<file path="src/rtl/br_game_fsm.sv">
// -----------------------------------------------------------------------------
// br_game_fsm
// Game-status sequencer for BlockyRoads. Drives the 2-bit status bus
// (00 load, 01 activate, 10 pause, 11 terminate) used by the renderer and
// the model. It also keeps the BCD score and the speed level.
//
// Ports
//   clk        in   1   system clock
//   clr        in   1   asynchronous reset, active-low
//   frame_tick in   1   one-cycle pulse per video frame
//   key_start  in   1   one-cycle pulse, START key decoded
//   key_pause  in   1   one-cycle pulse, PAUSE key decoded
//   collide    in   1   level, car overlaps an obstacle
//   status     out  2   current game status
//   scroll_en  out  1   high while status == activate
//   game_rst   out  1   one-cycle pulse on each new game (entry from load/terminate)
//   score      out  16  4 BCD digits, [15:12] thousands .. [3:0] units
//   speed      out  3   difficulty level 0..MAX_SPEED
// -----------------------------------------------------------------------------
module br_game_fsm #(
  parameter int LOAD_FRAMES      = 120,
  parameter int TERM_LOCK_FRAMES = 60,
  parameter int SCORE_DIV        = 6,
  parameter int MAX_SPEED        = 7
) (
  input  logic        clk,
  input  logic        clr,
  input  logic        frame_tick,
  input  logic        key_start,
  input  logic        key_pause,
  input  logic        collide,
  output logic [1:0]  status,
  output logic        scroll_en,
  output logic        game_rst,
  output logic [15:0] score,
  output logic [2:0]  speed
);

  localparam int FCNT_MAX = (LOAD_FRAMES > TERM_LOCK_FRAMES) ? LOAD_FRAMES : TERM_LOCK_FRAMES;
  localparam int FCNT_W   = $clog2(FCNT_MAX + 1);
  // A divide-by-1 still needs a 1-bit register to stay legal.
  localparam int DIV_W    = (SCORE_DIV > 1) ? $clog2(SCORE_DIV) : 1;

  localparam logic [FCNT_W-1:0] LOAD_THR  = FCNT_W'(LOAD_FRAMES);
  localparam logic [FCNT_W-1:0] TERM_THR  = FCNT_W'(TERM_LOCK_FRAMES);
  localparam logic [DIV_W-1:0]  DIV_LAST  = DIV_W'(SCORE_DIV - 1);
  localparam logic [2:0]        SPEED_TOP = 3'(MAX_SPEED);
  localparam logic [15:0]       SCORE_TOP = 16'h9999;

  typedef enum logic [1:0] {
    ST_LOAD   = 2'b00,
    ST_ACTIVE = 2'b01,
    ST_PAUSE  = 2'b10,
    ST_TERM   = 2'b11
  } state_t;

  state_t              state_q, state_d;
  logic [FCNT_W-1:0]   fcnt_q, fcnt_d;
  logic [DIV_W-1:0]    div_q, div_d;
  logic [15:0]         score_q, score_d;
  logic [2:0]          speed_q, speed_d;
  logic                scroll_q, scroll_d;
  logic                grst_q, grst_d;
  logic                new_game;

  // BCD +1 with ripple carry across the four digits. The caller never
  // passes 9999, so the final carry-out is not needed.
  function automatic logic [15:0] bcd_inc(input logic [15:0] v);
    logic [15:0] r;
    logic        carry;
    r     = v;
    carry = 1'b1;
    for (int i = 0; i < 4; i++) begin
      if (carry) begin
        if (v[4*i +: 4] == 4'd9) begin
          r[4*i +: 4] = 4'd0;
        end else begin
          r[4*i +: 4] = v[4*i +: 4] + 4'd1;
          carry       = 1'b0;
        end
      end
    end
    return r;
  endfunction

  always_comb begin
    state_d  = state_q;
    fcnt_d   = fcnt_q;
    div_d    = div_q;
    score_d  = score_q;
    speed_d  = speed_q;
    grst_d   = 1'b0;
    new_game = 1'b0;

    case (state_q)
      ST_LOAD:   if (key_start && fcnt_q == LOAD_THR) state_d = ST_ACTIVE;
      ST_ACTIVE: begin
        // A collision outranks a pause request in the same cycle.
        if (collide)        state_d = ST_TERM;
        else if (key_pause) state_d = ST_PAUSE;
      end
      ST_PAUSE:  if (key_pause) state_d = ST_ACTIVE;
      ST_TERM:   if (key_start && fcnt_q == TERM_THR) state_d = ST_ACTIVE;
      default:   state_d = ST_LOAD;
    endcase

    // Frame counter restarts on any state change and only counts in the
    // two lock-out states, parking at that state's threshold.
    if (state_d != state_q) begin
      fcnt_d = '0;
    end else if (frame_tick && state_q == ST_LOAD && fcnt_q != LOAD_THR) begin
      fcnt_d = fcnt_q + FCNT_W'(1);
    end else if (frame_tick && state_q == ST_TERM && fcnt_q != TERM_THR) begin
      fcnt_d = fcnt_q + FCNT_W'(1);
    end

    // Scoring looks at the pre-edge state, so a tick arriving together
    // with the collision still counts.
    if (state_q == ST_ACTIVE && frame_tick) begin
      if (div_q == DIV_LAST) begin
        div_d = '0;
        if (score_q != SCORE_TOP) begin
          score_d = bcd_inc(score_q);
          // Tens+units rolling 99 -> 00 bumps the difficulty.
          if (score_q[7:0] == 8'h99 && speed_q != SPEED_TOP) begin
            speed_d = speed_q + 3'd1;
          end
        end
      end else begin
        div_d = div_q + DIV_W'(1);
      end
    end

    // Starting a fresh game (not a resume from pause) wipes the game state.
    if (state_d == ST_ACTIVE && (state_q == ST_LOAD || state_q == ST_TERM)) begin
      new_game = 1'b1;
    end
    if (new_game) begin
      grst_d  = 1'b1;
      score_d = '0;
      speed_d = '0;
      div_d   = '0;
    end

    scroll_d = (state_d == ST_ACTIVE);
  end

  always_ff @(posedge clk or negedge clr) begin
    if (!clr) begin
      state_q  <= ST_LOAD;
      fcnt_q   <= '0;
      div_q    <= '0;
      score_q  <= '0;
      speed_q  <= '0;
      scroll_q <= 1'b0;
      grst_q   <= 1'b0;
    end else begin
      state_q  <= state_d;
      fcnt_q   <= fcnt_d;
      div_q    <= div_d;
      score_q  <= score_d;
      speed_q  <= speed_d;
      scroll_q <= scroll_d;
      grst_q   <= grst_d;
    end
  end

  assign status    = state_q;
  assign scroll_en = scroll_q;
  assign game_rst  = grst_q;
  assign score     = score_q;
  assign speed     = speed_q;

endmodule

</file>
<file path="config.mk">
export PLATFORM = sky130hd
export DESIGN_NAME = br_game_fsm
export DESIGN_NICKNAME = d
export VERILOG_FILES = /design/src/rtl/br_game_fsm.sv
export SDC_FILE = /design/constraint.sdc
export NUM_CORES = 1
export LEC_CHECK = 0
export CAP_MARGIN = 20
export CELL_PAD_IN_SITES_DETAIL_PLACEMENT = 1
export CELL_PAD_IN_SITES_GLOBAL_PLACEMENT = 2
export CORE_ASPECT_RATIO = 1.4
export CORE_MARGIN = 3
export CORE_UTILIZATION = 26
export CTS_CLUSTER_SIZE = 16
export DETAILED_ROUTE_END_ITERATION = 10
export GPL_ROUTABILITY_DRIVEN = 1
export PLACE_DENSITY_LB_ADDON = 0.25
export SYNTH_ARGS = -nofsm -noshare
export SYNTH_HDL_FRONTEND = slang
export SYNTH_SLANG_ARGS = --single-unit
</file>
<file path="constraint.sdc">
create_clock -name clk -period 3.9 [get_ports clk]
set_input_delay 0.975 -clock clk [delete_from_list [all_inputs] [get_ports clk]]
set_output_delay 0.975 -clock clk [all_outputs]
set_load 0.01 [all_outputs]
</file>
==> results of run 1 <==
[flip-flops by register name, summed over array words and instances, names as in the netlist]
register,count
score,16
speed,3
fcnt_q,7
scroll_en,1
game_rst,1
status,2
div_q,3
[Yosys cell counts, types with 4 or more instances]
library cell and count:
o21ai_0 6, a211oi_1 5, dfrtp_1 33, nor3_1 7, nor2_1 36, xnor2_1 7, a21oi_1 15, nand3_1 7
ha_1 18, and3b_1 4, inv_1 11, xor2_1 4, nand2_1 19
[cells in the final DEF (no fill, tap or decap), types with 2 or more instances in the layout]
master / netlist / layout
nor2_1: 36 / 36
or3_1: 3 / 3
nand2_1: 19 / 19
o21ai_0: 6 / 6
and3_1: 3 / 3
clkinv_2: 0 / 2
and2_1: 2 / 2
and3b_1: 4 / 4
nand3b_1: 3 / 3
inv_1: 11 / 11
a21oi_1: 15 / 15
buf_4: 1 / 2
clkbuf_8: 0 / 5
clkdlybuf4s50_1: 0 / 28
nor4_1: 3 / 3
dfrtp_1: 33 / 33
nor3_1: 7 / 7
nand4_1: 3 / 3
xor2_1: 4 / 4
mux2i_1: 3 / 3
nor2b_1: 2 / 2
a211oi_1: 5 / 5
ha_1: 18 / 18
xnor2_1: 7 / 7
nor3b_1: 3 / 3
nand2b_1: 3 / 3
nand3_1: 7 / 7
[metrics by stage]
stage	setup slack [ns]	instances	hold slack, ns
global placement	0.8996	347	0.5221
CTS	1.130	355	0.5457
global route	0.9863	355	0.5785
finish	1.137	355	0.5357
detailed placement	0.8580	347	0.5336
floorplan	1.744	226	0.5054
[area by class of cell]
type | count | area (µm²)
clock buffer | 6 | 72.57
clock inverter | 2 | 10.01
timing repair buffer | 30 | 295.3
sequential | 33 | 825.8
tap | 97 | 121.4
fill | 893 | 5002
inverter | 11 | 41.29
multi-input combinational | 176 | 1177
[power by group]
group	internal, µW	switching [µW]	total [µW]
Combinational	171	295	466
Clock	124	135	258
Sequential	381	48.7	430
Total	676	478	1150
[cell families (layout without fill, tap and decap cells)]
kind of cell | Yosys count | after routing | share of synthesized area [%]
AOI/OAI and AO/OA | 39 | 39 | 12.43
DFF | 33 | 33 | 39.81
adders and majority gates | 18 | 18 | 10.86
muxes | 3 | 3 | 1.448
xor gates and xnor gates | 11 | 11 | 4.644
buffers and inverters | 17 | 49 | 3.438
and+or+nand+nor | 105 | 105 | 27.38
[final timing paths]
check,cells past startpoint,end,slack (ns)
setup / recovery,6,score[13],1.14
hold / removal,1,score[11],0.54
setup reg to reg,7,score[13],1.27
hold reg to reg,1,score[11],0.54
max in group asynchronous,2,scroll_en,2.45
min in group asynchronous,2,score[2],1.11
[layer usage]
layer | wire length (µm) | vias up
met4 | 75 | 0
met2 | 2981 | 31
met3 | 169 | 8
met1 | 2221 | 882
li1 | - | 852
met5 | 0 | -
==> impl_results.md, run 1 <==
* Critical Path Start: frame_tick
* CP Cell Sequence: clkdlybuf4s50_1 > nand3_1 > or4_4 > nor3_4 > nor2_1 > a211oi_2
* Async S/R FF share, synth at 100.0%
* Syn avg cell area at between 9 and 10 µm²
* Max-cap violations at 0
* Synth Instances at around 230
* Worst Hold Class: reg2reg
* Core Footprint at 7546 µm²
* Resized Gates After CTS at 0
* Initial Utilization at between 20% and 30%
* Final core utilization at around 34%
* WP buf/inv at 1
* IO Pins at 29
* #FFs+latches synth at 33
* Period utilization at between 70% and 80%
* Post-route minimum period at 2.763 ns
* RR Startpoint: status[1]
* CP max-delay cell: or4_4
* CTS buffer count at 5
* H-tree depth at 2
* Post-DP HPWL at 4031 µm
* Syn. warnings at 0
* Vias in the first global route at between 1.5k and 2k
* VDD IR-drop max at 0.0002584 V
* Drt pass-1 iters at 4
* Post-synth cell types at 46
* Cell family with most CP delay: simple AND/OR/NAND/NOR gates
* Number of synthesized flops with an enable pin at 0
* Kind of critical path: in2reg
* Vias at between 1.5k and 2k
* Pleak at ~0.0011 µW
* Relative slew slack at 54.60%
* Post-synth top area share at 39.81%
* Endpoints failing setup at 0
* Critical Path Sink Type: register
* Total die area at between 9000 and 10000 µm²
* Hold Startpoint: score[11]
* Met2 usage at 23.94%
* Worst-skew pair later-pin latency at ~0.29 ns
* Gr ovfl total at 0
* DRT Wirelength at between 5000 and 6000 µm
* Post-CTS setup buffer count at 0
* Gpl congestion at 0.7675
* Final instance area at 2544 µm²
* Die height at about 110 µm
* DR iter-0 viols at 32
* Cell Rows at 37
* CP arrival at about 3 ns
* GR peak layer: met2
* Total power draw at 1154 µW
* CP Max Fanout at 11
* Root Driver: clkbuf_8
* Port bufs at 28
* Chip width at between 80 and 90 µm
* Post-synthesis instance area at a little over 2000 µm²
* Clk sinks at 33
* Startpoint Class: primary input
* Clk_skew at 0.007461 ns
* Worst Path Required at just over 4 ns
* Worst-path clk slew at about 0.08 ns
* GR Layer Usage met3 at approximately 2.7%
* Largest net degree at the start of global routing at 34
* Initial antenna violation count at 0
* CP peak stage delay at ~0.65 ns
* Most used DFF post-synth: dfrtp_1
* Max Buffers Root-to-Sink at 2
* First-pass GRT wire length at 9177 µm
* Area grow syn2layout at 22.62%
* Post-synthesis sequential area ratio at 39.81%
* Setup TNS at 0 ns
* GR Util met1 at ~15%
* Power Density at about 450 nW/µm²
* Fraction of final layout cells with drive strength greater than 1 at under 10%
* TritonCTS clock tree: yes
* ANT nets after route at 0
* Wire per inst at ~15 µm
* Max-slew violations at 0
* Status: finished clean
* Hold_buf cts at 0
* Final hold vios at 0
* Dominant cell type by area after synthesis: dfrtp_1
* Synth top area cells: dfrtp_1 40%, ha_1 11%, nor2_1 6.5%
* RSZ-0062 raised after global routing: no
* Total GRT Usage at 13.12%
* DP Area at between 2000 and 2500 µm²
* Syn_nets at 250
* DR vias/cell at ~5
* Worst-margin pin slew at about 0.68 ns
* Nets at approximately 280
* Residual DRC at 0
* # diodes at 0
* FMAX at roughly 360 MHz
Note: power is estimated with default switching activity, not from simulation.
==> inputs of run 2 (changes only) <==
Clock period 3.9 ns to 2.7 ns, I/O delays scaled along.
==> run 2 against run 1 <==
Against the previous run: combinational power increased by 69%; first-iteration DRC count is 120% higher; sequential share of layout area down 0.90 points; utilization up 0.96 points; sequential power grew 40%; cell area rose by 2.9%; critical endpoint unchanged.
==> impl_results.md, run 2 (synthesis gave the netlist of run 1 again) <==
* Status: finished clean
* Post-CTS setup buffer count at 0
* Gr ovfl total at 0
* First-pass GRT wire length at around 9000 µm
* Fraction of final layout cells with drive strength greater than 1 at 9.023%
* Startpoint Class: register
* Core Footprint at 7546 µm²
* Cell Rows at 37
* Port bufs at 28
* VDD IR-drop max at 0.0004084 V
* Max Buffers Root-to-Sink at 2
* Max-cap violations at 0
* Endpoints failing setup at 0
* Chip width at just over 80 µm
* Period utilization at 82.39%
* Area grow syn2layout at 26.12%
* Vias in the first global route at 1885
* DR vias/cell at 4.923
* Worst Path Required at 2.91 ns
* Reg area at just over 800 µm²
* Largest register FFs at 16
* Kind of critical path: reg2reg
* Drt pass-1 iters at 4
* Commonest cells after routing, fill and taps aside: 36 x nor2_1, 33 x dfrtp_1, 28 x clkdlybuf4s50_1
* Area of the multi-input gates at about 1200 µm²
* Total power draw at about 1800 µW
* Total die area at roughly 9100 µm²
* Worst-margin pin slew at ~0.45 ns
* Largest net degree at the start of global routing at 34
* Clk sinks at 33
* Relative slew slack at between 60% and 70%
* Worst Hold Class: reg2reg
* Clk_skew at between 0.007 and 0.008 ns
* Power Density at 673.6 nW/µm²
* IO Pins at 29
* Gpl congestion at 0.7098
* Total GRT Usage at ~13%
* Critical Path Sink Type: register
* CTS buffer count at 5
* Initial Utilization at 27.49%
* CP arrival at 2.44 ns
* FILL cells at 902
* DRT Wirelength at 5157 µm
* Max-slew violations at 0
* DR iter-0 viols at 69
* Commonest non-fill, non-tap cell in the layout: nor2_1
* Final core utilization at a little over a third
* FMAX at 449.5 MHz
* Vias at between 1.5k and 2k
* Residual DRC at 0
* Worst-skew pair later-pin latency at approximately 0.29 ns
* Hold_buf cts at 0
* Resized Gates After CTS at 0
* CP Max Fanout at 8
* ANT nets after route at 0
* Wire per inst at between 10 and 15 µm
* H-tree depth at 2
* Worst-path clk slew at around 0.070 ns
* # diodes at 0
* RSZ-0062 raised after global routing: no
* Root Driver: clkbuf_8
* Post-route minimum period at around 2.2 ns
* Pleak at 0.001172 µW
* Nets at 289
* Post-DP HPWL at between 3000 and 4000 µm
* Initial antenna violation count at 0
* Final hold vios at 0
* Die height at roughly 110 µm
* TritonCTS clock tree: yes
* Final Hold Slack at 0.5418 ns
* Setup TNS at 0 ns
## run 2: cell types whose count changed in the layout (fill, tap and decap cells not counted)
| cell | before | now |
|---|---|---|
| buf_12 | 0 | 1 |
| buf_4 | 2 | 9 |
## run 2: final cells by class
| type | count | area share, % |
|---|---|---|
| clock buffer | 6 | 2.774 |
| clock inverter | 2 | 0.3826 |
| inverter | 11 | 1.578 |
| multi-input combinational | 176 | 45.00 |
| sequential | 33 | 31.56 |
| tap | 97 | 4.639 |
| timing repair buffer | 38 | 14.06 |
## run 2: worst max-delay path: stages (launching register included)
cell	delay [ns]
dfrtp_1	0.49
ha_1	0.36
nand3_1	0.25
or4_4	0.58
nor3_4	0.19
nor2_1	0.08
a211oi_2	0.19
## run 2: path summary, 6_finish.rpt
kind | slack [ns] | cells after the start | endpoint | startpoint
min in group asynchronous | 0.80 | 2 | speed[2] | clr
hold / removal | 0.54 | 1 | score[11] | score[11]
setup reg to reg | 0.48 | 6 | score[13] | status[0]
hold reg to reg | 0.54 | 1 | score[11] | score[11]
max in group asynchronous | 1.58 | 2 | speed[1] | clr
setup / recovery | 0.48 | 6 | score[13] | status[0]
## run 2: report_power, final
group	total [µW]	internal [µW]	switching, µW
clock network	374	179	195
registers	603	550	52.4
logic	786	332	454
## run 2: layer usage
layer | part of all wire [%] | vias up | global-route usage [%]
met3 | 2.8 | 6 | 2.427
li1 | - | 867 | -
met1 | 42 | 887 | 14.62
met5 | 0 | - | 0
met2 | 53 | 27 | 22.69
met4 | 1.5 | 0 | 3.720
## run 2: per-stage QoR
step | area, µm² | cells | worst slack, ns
final | 2616 | 363 | 0.4755
after global routing | 2616 | 363 | 0.3182
after CTS | 2616 | 363 | 0.4501
after detailed placement | 2534 | 355 | 0.2007
after global placement | 2534 | 355 | 0.2395
after floorplan | 2074 | 226 | 0.6986
==> inputs of run 3 (changes only) <==
Clock period 2.7 ns to 2.1 ns, I/O delays scaled along.
==> run 3 against run 2 <==
Against the previous run: setup slack got worse by 0.35 ns; largest cell class unchanged; combinational power rose by 55%; global-route usage is 1.6 points higher; sequential power up 26%; critical endpoint unchanged; clock-buffer cell count up 1; via count up 4.1%; cell count is 6.6% higher; first-iteration DRC count shrank 39%; power increased by 40%; clock skew is 0.0032 ns higher; critical path type is now in2reg.
==> impl_results.md, run 3 (synthesis gave the netlist of run 1 again) <==
* Cell family with most CP delay: simple AND/OR/NAND/NOR gates
* Post-DP HPWL at ~4400 µm
* Area grow syn2layout at 36.73%
* Vias in the first global route at roughly 2.1k
* Nets at roughly 310
* Endpoints failing setup at 0
* Total GRT Usage at around 14%
* Final core utilization at between 30% and 40%
* FMAX at 506.6 MHz
* Max-slew violations at 0
* Commonest cells after routing, fill and taps aside: 36 x nor2_1, 34 x buf_4, 33 x dfrtp_1
* Residual DRC at 0
* Drt pass-1 iters at 3
* Max-cap violations at 0
* DRT Wirelength at roughly 5700 µm
* CP Cell Sequence: clkdlybuf4s50_1 > nand3_2 > or4_4 > nor3_4 > nor2_1 > a211oi_2
* Clk sinks at 33
* Post-route minimum period at ~2 ns
* Status: finished clean
* Port bufs at 28
* ANT nets after route at 0
* R2r setup slk at 0.15 ns
* Root Driver: clkbuf_8
* DR iter-0 viols at 42
* Cell Rows at 37
* First-pass GRT wire length at 10180 µm
* CP arrival at between 2 and 2.5 ns
* TritonCTS clock tree: yes
* Max Buffers Root-to-Sink at 2
* CP max-delay cell: or4_4
* Initial antenna violation count at 0
* Startpoint Class: primary input
* Largest net degree at the start of global routing at 34
* DR vias/cell at approximately 4.8
* Period utilization at between 90% and 100%
* Die height at about 110 µm
* VDD IR-drop max at 0.0005177 V
* FILL cells at 899
* Setup TNS at 0 ns
* CP Max Fanout at 3
* WP buf/inv at 1
* Worst Hold Class: reg2reg
* CTS buffer count at 5
* Pleak at 0.001312 µW
* Commonest non-fill, non-tap cell in the layout: nor2_1
* Worst-margin pin slew at about 0.45 ns
* Worst Path Required at around 2.3 ns
* IO Pins at 29
* Gpl congestion at ~0.74
* Core Footprint at between 7000 and 8000 µm²
* # diodes at 0
* Total die area at 9102 µm²
* Fraction of final layout cells with drive strength greater than 1 at 17.93%
* Clk_skew at about 0.011 ns
* H-tree depth at 2
* Kind of critical path: in2reg
* Worst-path clk slew at about 0.060 ns
* Power Density at about 870 nW/µm²
* Relative slew slack at 70.18%
* Chip width at around 81 µm
* Critical Path Sink Type: register
* Largest register FFs at 16
* Initial Utilization at between 20% and 30%
* Gr ovfl total at 0
* Final hold vios at 0
* Worst-skew pair later-pin latency at between 0.2 and 0.3 ns
* CP peak stage delay at 0.54 ns
* Vias at roughly 1.9k
* Wire per inst at around 15 µm
==> run 3: cell types whose count changed in the layout (fill, tap and decap cells not counted), sizes merged <==
cell,delta
buf,+25
clkbuf,+1
clkinv,-2
==> run 3: stage by stage <==
step	std cells	hold WS (ns)	setup slack, ns	cell area, µm²	power, µW
2_1_floorplan	226	0.2294	0.09865	2074	1393
4_1_cts	386	0.5664	0.05128	2811	2504
5_1_grt	387	0.5909	-0.01231	2836	2695
3_3_place_gp	379	0.5260	-0.2493	2714	1969
6_report	387	0.5469	0.1260	2836	2473
3_5_place_dp	379	0.5571	-0.2718	2714	1981
==> run 3: cell type report <==
cell class,instances,area [µm²],area share (%)
flip-flops and latches,33,825.8,29.11
well taps,97,121.4,4.279
inverters,11,41.29,1.456
clock buffers,7,86.33,3.044
multi-input cells,176,1206,42.52
repair buffers,63,555.5,19.59
==> run 3: power breakdown <==
group          switching, µW  internal (µW)
Combinational            661            563
Sequential              51.9            708
Clock                    229            260
Total                    942           1530
==> run 3: worst paths after layout <==
check	from	end	cells past startpoint
worst max-delay path	frame_tick	score[13]	6
worst min-delay path	score[11]	score[11]	1
worst max register to register	status[1]	score[0]	8
worst min register to register	score[11]	score[11]	1
max in group asynchronous	clr	status[0]	2
min in group asynchronous	clr	score[3]	2
==> run 3: timing repair <==
action	in CTS	in global routing
endpoints found under the setup margin	1	16
pin swaps	0	0
setup buffers	0	1
gates cloned	0	0
gates resized for setup	2	5
hold buffers	0	0
==> run 3: metal layers <==
metal	global-route usage (%)	routed length, µm
met1	16.40	2340
met2	26.28	3147
met5	0	0
met4	3.608	39
met3	2.104	133
